**src/rtl/axis_pack_pkg.sv**
```systemverilog
// Shared types and helpers for the AXI4-Stream channel packer and its output stage.
package axis_pack_pkg;

  typedef enum logic [1:0] {
    IDLE  = 2'd0,
    ARMED = 2'd1,
    DRAIN = 2'd2
  } pack_state_e;

  localparam int unsigned FRAME_CNT_W = 16;

  function automatic int unsigned lane(input int unsigned k, input int unsigned ch_w);
    return k * ch_w;
  endfunction

endpackage

```
**src/rtl/axis_out_reg.sv**
```systemverilog
// Single-entry AXI4-Stream output register: holds data/last stable until the beat is accepted.
module axis_out_reg #(
  parameter int unsigned W = 32
) (
  input  logic         clk,
  input  logic         rst_n,
  input  logic         load_i,
  input  logic [W-1:0] data_i,
  input  logic         last_i,
  input  logic         tready_i,
  output logic         tvalid_o,
  output logic [W-1:0] tdata_o,
  output logic         tlast_o,
  output logic         free_o
);

  logic         valid_q, valid_d;
  logic [W-1:0] data_q, data_d;
  logic         last_q, last_d;

  always_comb begin
    valid_d = valid_q;
    data_d  = data_q;
    last_d  = last_q;
    if (load_i) begin
      valid_d = 1'b1;
      data_d  = data_i;
      last_d  = last_i;
    end else if (valid_q && tready_i) begin
      valid_d = 1'b0;
      last_d  = 1'b0;
    end else begin
      valid_d = valid_q;
    end
  end

  always_ff @(posedge clk) begin
    if (!rst_n) begin
      valid_q <= 1'b0;
      data_q  <= {W{1'b0}};
      last_q  <= 1'b0;
    end else begin
      valid_q <= valid_d;
      data_q  <= data_d;
      last_q  <= last_d;
    end
  end

  // A new load is legal in the same cycle the held beat is accepted.
  assign free_o   = ~valid_q | tready_i;
  assign tvalid_o = valid_q;
  assign tdata_o  = data_q;
  assign tlast_o  = last_q;

endmodule

```
**src/rtl/axis_channel_packer.sv**
```systemverilog
// Packs one sample from every enabled channel into a wide AXI4-Stream beat with framed tlast.
// Optional build macro PACKER_CHMASK_EN adds a per-channel enable mask sampled on start.
module axis_channel_packer
  import axis_pack_pkg::*;
#(
  parameter int unsigned NUM_CH    = 8,
  parameter int unsigned CH_W      = 32,
  parameter int unsigned FRAME_LEN = 256
) (
  input  logic                     clk,
  input  logic                     rst_n,
  input  logic                     start,
  input  logic                     stop,
  input  logic [NUM_CH*CH_W-1:0]   ch_data,
  input  logic [NUM_CH-1:0]        ch_valid,
`ifdef PACKER_CHMASK_EN
  input  logic [NUM_CH-1:0]        ch_mask,
`endif
  output logic [NUM_CH-1:0]        ch_ack,
  output logic [NUM_CH*CH_W-1:0]   m_axis_tdata,
  output logic                     m_axis_tvalid,
  input  logic                     m_axis_tready,
  output logic                     m_axis_tlast,
  output logic                     busy,
  output logic [FRAME_CNT_W-1:0]   frame_cnt
);

  localparam int unsigned BEAT_W = $clog2(FRAME_LEN) + 1;
  localparam int unsigned DATA_W = NUM_CH * CH_W;
  localparam logic [BEAT_W-1:0] LAST_BEAT = BEAT_W'(FRAME_LEN - 1);

  pack_state_e             state_q, state_d;
  logic                    stop_req_q, stop_req_d;
  logic [BEAT_W-1:0]       beat_q, beat_d;
  logic [FRAME_CNT_W-1:0]  frame_q, frame_d;
  logic [NUM_CH-1:0]       ack_q, ack_d;
  logic [NUM_CH-1:0]       en_mask;
  logic [DATA_W-1:0]       cap_data;
  logic                    out_tvalid, out_tlast, out_free;
  logic                    all_valid, stop_now, accept, capture, drain_now;

`ifdef PACKER_CHMASK_EN
  logic [NUM_CH-1:0] mask_q, mask_d;

  always_comb begin
    mask_d = mask_q;
    if (state_q == IDLE && start) begin
      mask_d = (ch_mask == {NUM_CH{1'b0}}) ? {NUM_CH{1'b1}} : ch_mask;
    end else begin
      mask_d = mask_q;
    end
  end

  always_ff @(posedge clk) begin
    if (!rst_n) mask_q <= {NUM_CH{1'b1}};
    else        mask_q <= mask_d;
  end

  assign en_mask = mask_q;
`else
  assign en_mask = {NUM_CH{1'b1}};
`endif

  always_comb begin
    cap_data = {DATA_W{1'b0}};
    for (int unsigned k = 0; k < NUM_CH; k++) begin
      cap_data[lane(k, CH_W) +: CH_W] = en_mask[k] ? ch_data[lane(k, CH_W) +: CH_W] : {CH_W{1'b0}};
    end
  end

  // A pending tlast beat under a stop request blocks further captures; a stop with nothing in flight drains at once.
  assign all_valid = &(ch_valid | ~en_mask);
  assign stop_now  = stop | stop_req_q;
  assign accept    = out_tvalid & m_axis_tready;
  assign drain_now = stop & (beat_q == {BEAT_W{1'b0}}) & ~out_tvalid;
  assign capture   = (state_q == ARMED) & all_valid & out_free
                   & ~(stop_now & out_tvalid & out_tlast) & ~drain_now;

  always_comb begin
    state_d    = state_q;
    stop_req_d = stop_req_q;
    beat_d     = beat_q;
    frame_d    = frame_q;
    ack_d      = {NUM_CH{1'b0}};
    case (state_q)
      IDLE: begin
        if (start) begin
          state_d    = ARMED;
          stop_req_d = stop;
        end else begin
          state_d = IDLE;
        end
      end
      ARMED: begin
        stop_req_d = stop_req_q | stop;
        if (stop_now && accept && out_tlast) state_d = DRAIN;
        else if (drain_now)                  state_d = DRAIN;
        else                                 state_d = ARMED;
      end
      DRAIN: begin
        if (!out_tvalid) begin
          state_d    = IDLE;
          stop_req_d = 1'b0;
        end else begin
          state_d = DRAIN;
        end
      end
      default: begin
        state_d    = IDLE;
        stop_req_d = 1'b0;
      end
    endcase
    if (capture) begin
      ack_d  = en_mask;
      beat_d = (beat_q == LAST_BEAT) ? {BEAT_W{1'b0}} : beat_q + BEAT_W'(1);
    end else begin
      beat_d = beat_q;
    end
    if (accept && out_tlast) frame_d = frame_q + FRAME_CNT_W'(1);
    else                     frame_d = frame_q;
  end

  always_ff @(posedge clk) begin
    if (!rst_n) begin
      state_q    <= IDLE;
      stop_req_q <= 1'b0;
      beat_q     <= {BEAT_W{1'b0}};
      frame_q    <= {FRAME_CNT_W{1'b0}};
      ack_q      <= {NUM_CH{1'b0}};
    end else begin
      state_q    <= state_d;
      stop_req_q <= stop_req_d;
      beat_q     <= beat_d;
      frame_q    <= frame_d;
      ack_q      <= ack_d;
    end
  end

  axis_out_reg #(.W(DATA_W)) u_out (
    .clk      (clk),
    .rst_n    (rst_n),
    .load_i   (capture),
    .data_i   (cap_data),
    .last_i   (beat_q == LAST_BEAT),
    .tready_i (m_axis_tready),
    .tvalid_o (out_tvalid),
    .tdata_o  (m_axis_tdata),
    .tlast_o  (out_tlast),
    .free_o   (out_free)
  );

  assign m_axis_tvalid = out_tvalid;
  assign m_axis_tlast  = out_tlast;
  assign ch_ack        = ack_q;
  assign frame_cnt     = frame_q;
  assign busy          = (state_q != IDLE) | out_tvalid;

endmodule

```
**config.mk**
```make
export PLATFORM = sky130hd
export DESIGN_NAME = axis_channel_packer
export DESIGN_NICKNAME = d
export VERILOG_FILES = /design/src/rtl/axis_pack_pkg.sv /design/src/rtl/axis_out_reg.sv /design/src/rtl/axis_channel_packer.sv
export SDC_FILE = /design/constraint.sdc
export NUM_CORES = 1
export LEC_CHECK = 0
export ABC_AREA = 1
export CAP_MARGIN = 20
export CORE_AREA = 3 3 211 213
export DETAILED_ROUTE_END_ITERATION = 8
export DIE_AREA = 0 0 214 216
export DONT_BUFFER_PORTS = 1
export GPL_ROUTABILITY_DRIVEN = 0
export HOLD_SLACK_MARGIN = 0.03
export PLACE_DENSITY = 0.39
export SYNTH_ARGS = -nofsm -noshare
export SYNTH_HDL_FRONTEND = slang
export SYNTH_SLANG_ARGS = --single-unit
```
**constraint.sdc**
```tcl
create_clock -name clk -period 3.3 [get_ports clk]
set_input_delay 0.66 -clock clk [delete_from_list [all_inputs] [get_ports clk]]
set_output_delay 0.66 -clock clk [all_outputs]
set_load 0.05 [all_outputs]
```
==> results of run 1 <==
[metal layers]
layer,up-vias,global-route usage
li1,4344,-
met1,3881,0.1660
met2,375,0.2553
met3,38,0.08054
met4,0,0.04242
met5,-,0
[registers in the layout, summed over array words and instances (netlist names)]
| name | cells |
|---|---|
| u_out.tdata_o | 256 |
| frame_cnt | 16 |
| beat_q | 9 |
| state_q | 2 |
| ch_ack | 1 |
| stop_req_q | 1 |
| u_out.tlast_o | 1 |
| u_out.tvalid_o | 1 |
[kinds of logic (layout without fill, tap and decap cells)]
group	count (synthesis)	after routing	synth area share
adder cells (fa/ha/maj)	3	3	0.003530
AND/OR/NAND/NOR	661	661	0.2407
other	0	3	0
buffers and inverters	133	110	0.07307
flip-flops	287	287	0.5403
XOR/XNOR	4	4	0.003294
AO/OA/AOI/OAI	295	295	0.1391
[path summary, 6_finish.rpt]
path	to	slack, ns
max reg2reg	u_out.tdata_o[15]$_SDFFE_PN0P_	1.11
min	frame_cnt[2]$_SDFFE_PN0P_	0.28
max	ch_ack[0]	1.00
min reg2reg	beat_q[7]$_SDFFE_PN0P_	0.50
[area by class of cell]
class,instances,share of cell area
antenna,3,0.0006201
clock buffer,54,0.08836
clock inverter,8,0.01158
inverter,36,0.01116
multi-input combinational,963,0.3403
sequential,287,0.4749
tap,585,0.06046
timing repair buffer,12,0.01261
[placed cells by master, fill, tap and decap left out]
cell and count:
inv_1 32, nand4_1 6, clkbuf_16 37, nand2_1 69, buf_12 5, and3_1 1, o21ai_1 204, nand2_2 1
a21oi_1 23, nand3b_1 1, ha_1 3, diode_2 3, clkbuf_8 8, a211oi_1 1, buf_4 7, nor2_4 2
xor2_1 4, dfxtp_4 1, clkinv_2 4, clkbuf_1 9, o21ai_0 67, nor2_1 557, clkinv_1 1, bufinv_16 4
nand2_8 1, nand3_1 20, inv_2 3, dfxtp_1 286, nor2_2 3
[power groups by stage]
| stage | clock network, mW | registers (mW) | logic, mW |
|---|---|---|---|
| 2_1_floorplan | 0 | 3.55 | 0.137 |
| 3_3_place_gp | 0 | 3.56 | 0.121 |
| 3_5_place_dp | 0 | 3.56 | 0.125 |
| 4_1_cts | 4.17 | 3.48 | 0.126 |
| 5_1_grt | 4.30 | 3.48 | 0.145 |
| 6_report | 4.00 | 3.48 | 0.125 |
[through the flow]
step | hold WS [ns] | instances | area, µm²
2_1_floorplan | 0.4665 | 1383 | 10630
3_3_place_gp | 0.4928 | 1883 | 10890
3_5_place_dp | 0.4964 | 1883 | 10890
4_1_cts | 0.2338 | 1945 | 12100
5_1_grt | 0.2438 | 1947 | 12100
6_report | 0.2785 | 1948 | 12110
==> flow_summary.yaml, run 1 <==
global_route:
  grt_pass1_wl_um: 54820
  grt_pass1_vias: 8349
  antenna_found_initial: 3
  grt-ovfl-total: 0
  track_usage: 0.1513
  grt_max_degree: 274
sta:
  clock.fmax_ghz: 0.4355
  hold_viol_final: 0
  relSlewSlack: 0.2630
  tightest_slew_ns: 1.111
  worst_slack_ns: 1.004
  fin_crit_ns: 2.296
  finClkSkew_ns: 0.01521
  setup_viol: 0
  rsz0062_at_grt: "no"
  final.setup.tns_ns: 0
  finalCritPeriodShare: 0.6958
  finalMaxSlewViolations: 0
min_path:
  worstHoldStart: "rst_n"
  hold_depth: 2
  min_path_type: "in -> reg"
critical_path:
  start_kind: "flip-flop"
  cp.arrival_ns: 1.64
  path_max_fanout: 8
  ff2ff_path_depth: 9
  cp-startpoint: "ch_ack[6]$_SDFF_PN0_"
  path_depth: 0
  critPathRequiredTime_ns: 2.64
  endpoint_kind: "output pin"
  critPathKind: "reg -> out"
  reg2reg_from: "u_out.tvalid_o$_SDFFE_PN0P_"
clock_network:
  post_cts_buffers: 0
  cts_buffers: 34
  clk_path_buf_depth: 3
  clock_latency_ns: 0.52
  cts_max_level: 2
  cts_tree: "built"
  cts_sinks: 287
  cts_root_buf: "clkbuf_16"
  clkTransAtPathRegs_ns: 0.05
  cts_resized: 0
  hold_buffers: 0
logic_synthesis:
  postSynthCellCount: 1383
  synth-seq-cells: 287
  syn_area_per_cell_um2: 7.689
  yosys_warnings: 0
  synth_edf_count: 0
  synth_most_common_cell: "nor2_1"
  synth.area.top_cells: "dfxtp_1 54%, nor2_1 20%, o21ai_1 9.6%"
  yosysTopAreaCell: "dfxtp_1"
  ys.flop_type: "dfxtp_1"
  ys_types: 25
  yosys-top-cells-count: "557 x nor2_1, 287 x dfxtp_1, 204 x o21ai_1"
  syn_area_um2: 10630
  syn-num-nets: 1655
  yosysSeqAreaShare: 0.5403
  yosysTopAreaCellShare: 0.5403
  synthArstFlopShare: 0
drt:
  wirelength_um: 36550
  dr.max_layer_used: "met4"
  drtAntennaViolNets: 0
  drtPass1Iterations: 5
  dr_wl_met2_um: 17760
  wl_per_cell_um: 18.76
  wl_met3_um: 4310
  drt_iter0_drc: 581
  vias: 8638
  drt-met1-wl_um: 13780
  drc: 0
  routed_via_density: 4.434
die:
  io_pins: 552
  num_rows: 76
  start_util: 0.2480
  core_um2: 42890
  fp.dieW_um: 214
  die_area_um2: 46220
  dieHeight_um: 216
placement:
  dp_hpwl_um: 25960
  port-buffer-count: 0
  place_ws_ns: 0.9259
finish:
  multiInputGateArea_um2: 4120
  nNetsFinal: 1606
  fillers: 4717
  drive_above_1_share: 0.05588
  utilization: 0.2823
  ff_latch_area_um2: 5749
  area_growth_syn_to_layout_pct: 13.85
power_and_ir_drop:
  peakVddDrop_mv: 0.3437
  power.total_mw: 7.600
  comb_power_share: 0.016
  clkPwrFrac: 0.526
  switchingPower_mw: 1.543
  intPower_mw: 6.057
  p_leak_nw: 4.228
  switching_share: 0.2030
  power.density_nw_per_um2: 627.8
  p_seq_frac: 0.458
job:
  maxCapViolations: 0
outcome:
  status: "complete, no violations"
Note: power is estimated with default switching activity, not from simulation.
==> inputs of run 2 (changes only) <==
- PLACE_DENSITY: 0.39 -> 0.4
- clock period: 3.3 -> 2.1 ns (I/O delays scaled with it)
==> flow_summary.yaml, run 2 (synthesis gave the netlist of run 1 again) <==
critical_path:
  critPathRequiredTime_ns: 2.55
  critPathKind: "reg -> reg"
  endpoint_kind: "flip-flop"
  cpMaxStageDelayCell: "dfxtp_1"
  path_max_fanout: 79
  start_kind: "flip-flop"
  worstPathCellList: "nor2_1 > nand2_1 > nor2_1 > nand2_4 > nand2_8 > buf_16 > clkbuf_16 > o21ai_1 > nor2_1"
  reg2reg_slack_ns: 0.16
  path_common_cell: "nor2_1"
  critPathMaxStageDelay_ns: 0.34
  cp.arrival_ns: 2.39
sta:
  rsz0062_at_grt: "no"
  finClkSkew_ns: 0.01773
  fin_crit_ns: 1.939
  tightest_slew_ns: 1.007
  final.setup.tns_ns: 0
  clock.fmax_ghz: 0.5156
  finalCritPeriodShare: 0.9235
  setup_viol: 0
  finalMaxSlewViolations: 0
  relSlewSlack: 0.3286
  hold_viol_final: 0
drt:
  drt_iter0_drc: 605
  wirelength_um: 38440
  drtAntennaViolNets: 0
  vias: 9444
  drtPass1Iterations: 5
  wl_per_cell_um: 18.12
  drc: 0
  routed_via_density: 4.453
die:
  num_rows: 76
  die_area_um2: 46220
  fp.dieW_um: 214
  core_um2: 42890
  io_pins: 552
  dieHeight_um: 216
  start_util: 0.2480
clock_network:
  post_cts_buffers: 0
  cts_sinks: 287
  clkTransAtPathRegs_ns: 0.06
  cts_tree: "built"
  clk_path_buf_depth: 3
  cts_buffers: 34
  clock_latency_ns: 0.52
  cts_max_level: 2
  cts_root_buf: "clkbuf_16"
placement:
  placed_area_um2: 11200
  dp_hpwl_um: 27420
  port-buffer-count: 0
global_route:
  antenna_found_initial: 2
  grt_pass1_vias: 9228
  grt-ovfl-total: 0
  grt_max_degree: 243
  track_usage: 0.1578
  grt_pass1_wl_um: 57370
finish:
  design_area_um2: 13850
  utilization: 0.3229
  final_common_cell: "nor2_1"
  nNetsFinal: 1784
  drive_above_1_share: 0.06910
  largest_reg_flops: 256
  mostFrequentLayoutCells: "557 x nor2_1, 285 x dfxtp_1, 204 x o21ai_1, 146 x dlygate4sd3_1, 68 x nand2_1"
  area_growth_syn_to_layout_pct: 30.20
power_and_ir_drop:
  p_leak_nw: 5.000
  power.density_nw_per_um2: 845.3
  peakVddDrop_mv: 0.5082
job:
  maxCapViolations: 0
min_path:
  min_path_type: "in -> reg"
outcome:
  status: "complete, no violations"
-- run 2: cell types whose count changed in the layout (fill, tap and decap cells not counted), moves of 2 or more --
cell,previous run,this run
buf_16,0,2
buf_12,5,10
buf_4,7,29
dlygate4sd3_1,0,146
clkbuf_16,37,40
bufinv_16,4,0
clkbuf_8,8,6
-- run 2: path summary, 6_finish.rpt --
check	endpoint	cells past startpoint	from
worst max-delay path	u_out.tdata_o[188]$_SDFFE_PN0P_	9	beat_q[5]$_SDFFE_PN0P_
worst min-delay path	u_out.tdata_o[128]$_SDFFE_PN0P_	2	ch_data[128]
worst max register to register	u_out.tdata_o[188]$_SDFFE_PN0P_	9	beat_q[5]$_SDFFE_PN0P_
worst min register to register	frame_cnt[8]$_SDFFE_PN0P_	2	frame_cnt[8]$_SDFFE_PN0P_
-- run 2: stage by stage --
step           instances  hold WS, ns  total power, mW  worst slack, ns
2_1_floorplan       1383       0.4665            5.801           0.3296
3_3_place_gp        1913       0.4687            5.789           0.1812
3_5_place_dp        1913       0.4751            5.796           0.1654
4_1_cts             2117      0.03002            11.93          0.03040
5_1_grt             2121      0.03840            12.18         0.005422
6_report            2121      0.06376            11.70           0.1606
-- run 2: final cells by class --
type / instances / area, µm²
clock inverter: 5 / 32.53
fill: 4598 / 29040
tap: 585 / 732.0
timing repair buffer: 190 / 1996
inverter: 36 / 135.1
antenna: 2 / 5.005
clock buffer: 53 / 1067
multi-input combinational: 963 / 4128
sequential: 287 / 5751
-- run 2: layer usage --
metal,share of wire,global-route usage
met1,0.38,0.1688
met4,0.029,0.05671
met5,0,0
met2,0.49,0.2719
met3,0.11,0.07561
-- run 2: worst max-delay path: cells and delay by family, from the launching register on --
family          cells  cell delay [ns]
simple gates        6             0.78
compound gates      1             0.07
flops               1             0.34
buf+inv             2             0.56
-- run 2: what timing repair did --
item | 4_1_cts | 5_1_grt
gates resized for setup | 0 | 6
hold endpoints to repair | 159 | 0
hold buffers | 146 | 0
endpoints found under the setup margin | 0 | 50
-- run 2: where the power goes --
| group | total (mW) | internal, mW | switching (mW) |
|---|---|---|---|
| clock | 5.78 | 3.49 | 2.29 |
| combinational | 0.457 | 0.266 | 0.190 |
| sequential | 5.47 | 5.45 | 0.0159 |
==> inputs of run 3 (changes only) <==
- ABC_AREA: 1 -> default
- CORE_AREA: 3 3 211 213 -> 3 3 215 217
- DIE_AREA: 0 0 214 216 -> 0 0 218 220
- HOLD_SLACK_MARGIN: 0.03 -> default
- PLACE_DENSITY: 0.4 -> 0.44
==> flow_summary.yaml, run 3 <==
drt:
  vias: 11670
  routed_via_density: 5.981
  wl_per_cell_um: 24.50
  drt_iter0_drc: 1011
  drc: 0
  drtAntennaViolNets: 0
  drtPass1Iterations: 5
  wirelength_um: 47800
logic_synthesis:
  yosysTopAreaCellShare: 0.4604
  synth_most_common_cell: "dfxtp_1"
  yosysSeqAreaShare: 0.4604
  postSynthCellCount: 1419
  synthArstFlopShare: 0
  syn-num-nets: 1691
  yosys_warnings: 0
  yosys-top-cells-count: "287 x dfxtp_1, 266 x a21oi_1, 265 x nand4_1"
  syn_area_um2: 12480
  synth-seq-cells: 287
  synth.area.top_cells: "dfxtp_1 46%, o31ai_1 16%, nand4_1 13%"
  synth_edf_count: 0
  syn_area_per_cell_um2: 8.795
  ys_types: 45
  yosysTopAreaCell: "dfxtp_1"
  ys.flop_type: "dfxtp_1"
finish:
  fillers: 4578
  largest_reg_flops: 256
  area_growth_syn_to_layout_pct: 16.59
  mostFrequentLayoutCells: "285 x dfxtp_1, 266 x a21oi_1, 265 x nand4_1, 258 x o31ai_1, 63 x buf_4"
  nNetsFinal: 1612
  drive_above_1_share: 0.1186
  final_common_cell: "dfxtp_1"
clock_network:
  clkTransAtPathRegs_ns: 0.06
  clock_latency_ns: 0.53
  cts_buffers: 35
  clk_path_buf_depth: 3
  cts_tree: "built"
  cts_root_buf: "clkbuf_16"
  cts_max_level: 2
  cts_sinks: 287
power_and_ir_drop:
  p_leak_nw: 4.274
  power.density_nw_per_um2: 834.1
  peakVddDrop_mv: 0.5266
sta:
  fin_crit_ns: 2.018
  finClkSkew_ns: 0.01087
  finalCritPeriodShare: 0.9608
  final.setup.tns_ns: 0
  clock.fmax_ghz: 0.4956
  finalMaxSlewViolations: 0
  timing.hold.ws_ns: 0.02762
  tightest_slew_ns: 0.6870
  relSlewSlack: 0.5414
  rsz0062_at_grt: "yes"
  setup_viol: 0
  hold_viol_final: 0
critical_path:
  critPathRequiredTime_ns: 2.49
  start_kind: "flip-flop"
  cp.arrival_ns: 2.40
  critPathKind: "reg -> reg"
  endpoint_kind: "flip-flop"
  path_max_fanout: 79
placement:
  dp_hpwl_um: 31900
  port-buffer-count: 0
die:
  fp.dieW_um: 218
  core_um2: 44320
  start_util: 0.2816
  dieHeight_um: 220
  die_area_um2: 47960
  num_rows: 77
  io_pins: 552
global_route:
  grt_pass1_vias: 10990
  grt_max_degree: 105
  grt_pass1_wl_um: 70350
  antenna_found_initial: 1
  track_usage: 0.1836
  grt-ovfl-total: 0
min_path:
  min_path_type: "in -> reg"
outcome:
  status: "complete, no violations"
job:
  maxCapViolations: 0
## run 3: worst paths after layout
path	start	to	slack (ns)	cells past startpoint
max	u_out.tvalid_o$_SDFFE_PN0P_	u_out.tdata_o[192]$_SDFFE_PN0P_	0.08	5
min reg2reg	beat_q[8]$_SDFFE_PN0P_	beat_q[8]$_SDFFE_PN0P_	0.47	1
max reg2reg	u_out.tvalid_o$_SDFFE_PN0P_	u_out.tdata_o[192]$_SDFFE_PN0P_	0.08	5
min	ch_data[52]	u_out.tdata_o[52]$_SDFFE_PN0P_	0.03	2
## run 3: logic make-up (layout without fill, tap and decap cells)
family	count (synthesis)	in the layout	synth area share
AO/OA/AOI/OAI	544	544	0.2742
XOR/XNOR	8	8	0.005614
adder cells (fa/ha/maj)	3	3	0.003008
buffers and inverters	221	159	0.08090
flip-flops	287	287	0.4604
multiplexers	7	7	0.005614
other	0	1	0
AND/OR/NAND/NOR	349	350	0.1703
## run 3: routing by layer
metal / wire [µm] / vias to the layer above / GRT usage / share of wire
li1: - / 5382 / - / -
met1: 18880 / 5662 / 0.2288 / 0.39
met2: 23040 / 557 / 0.2967 / 0.48
met3: 4771 / 68 / 0.06757 / 0.10
met4: 1119 / 0 / 0.05523 / 0.023
met5: 0 / - / 0 / 0
## run 3: power breakdown
part | internal, mW | switching, mW | total [mW]
logic | 0.135 | 0.431 | 0.565
clock network | 3.78 | 2.33 | 6.11
registers | 5.45 | 0.0113 | 5.46
## run 3: critical path: stages, from the launching register on
cell and delay [ns]:
dfxtp_2 0.38, nor2b_1 0.19, or3_4 0.52, buf_12 0.24, o31ai_1 0.32, a21oi_1 0.09
## run 3: final cells by class
class | count | area [µm²] | area share
multi-input combinational | 912 | 5761 | 0.3959
sequential | 287 | 5751 | 0.3952
timing repair buffer | 97 | 1126 | 0.07739
clock buffer | 47 | 993.5 | 0.06827
tap | 592 | 740.7 | 0.05090
clock inverter | 8 | 143.9 | 0.009888
inverter | 7 | 33.78 | 0.002322
antenna | 1 | 2.502 | 0.0001720
## run 3: per-stage QoR
step / instance area, µm² / utilization / setup slack (ns) / instances / power [mW]
2_1_floorplan: 12480 / - / 0.01458 / 1419 / 5.933
3_3_place_gp: 13340 / 0.3009 / 0.06935 / 1887 / 6.139
3_5_place_dp: 13340 / 0.3009 / 0.07228 / 1887 / 6.135
4_1_cts: 14480 / 0.3268 / 0.05375 / 1943 / 12.31
5_1_grt: 14550 / 0.3283 / -0.01315 / 1951 / 12.57
6_report: 14550 / 0.3283 / 0.08222 / 1951 / 12.14
## run 3: what timing repair did
action | 4_1_cts | 5_1_grt
gates resized for setup | 0 | 3
setup endpoints to repair | 0 | 118
hold buffers | 1 | 0
hold endpoints to repair | 3 | 0
buffers inserted | 0 | 6
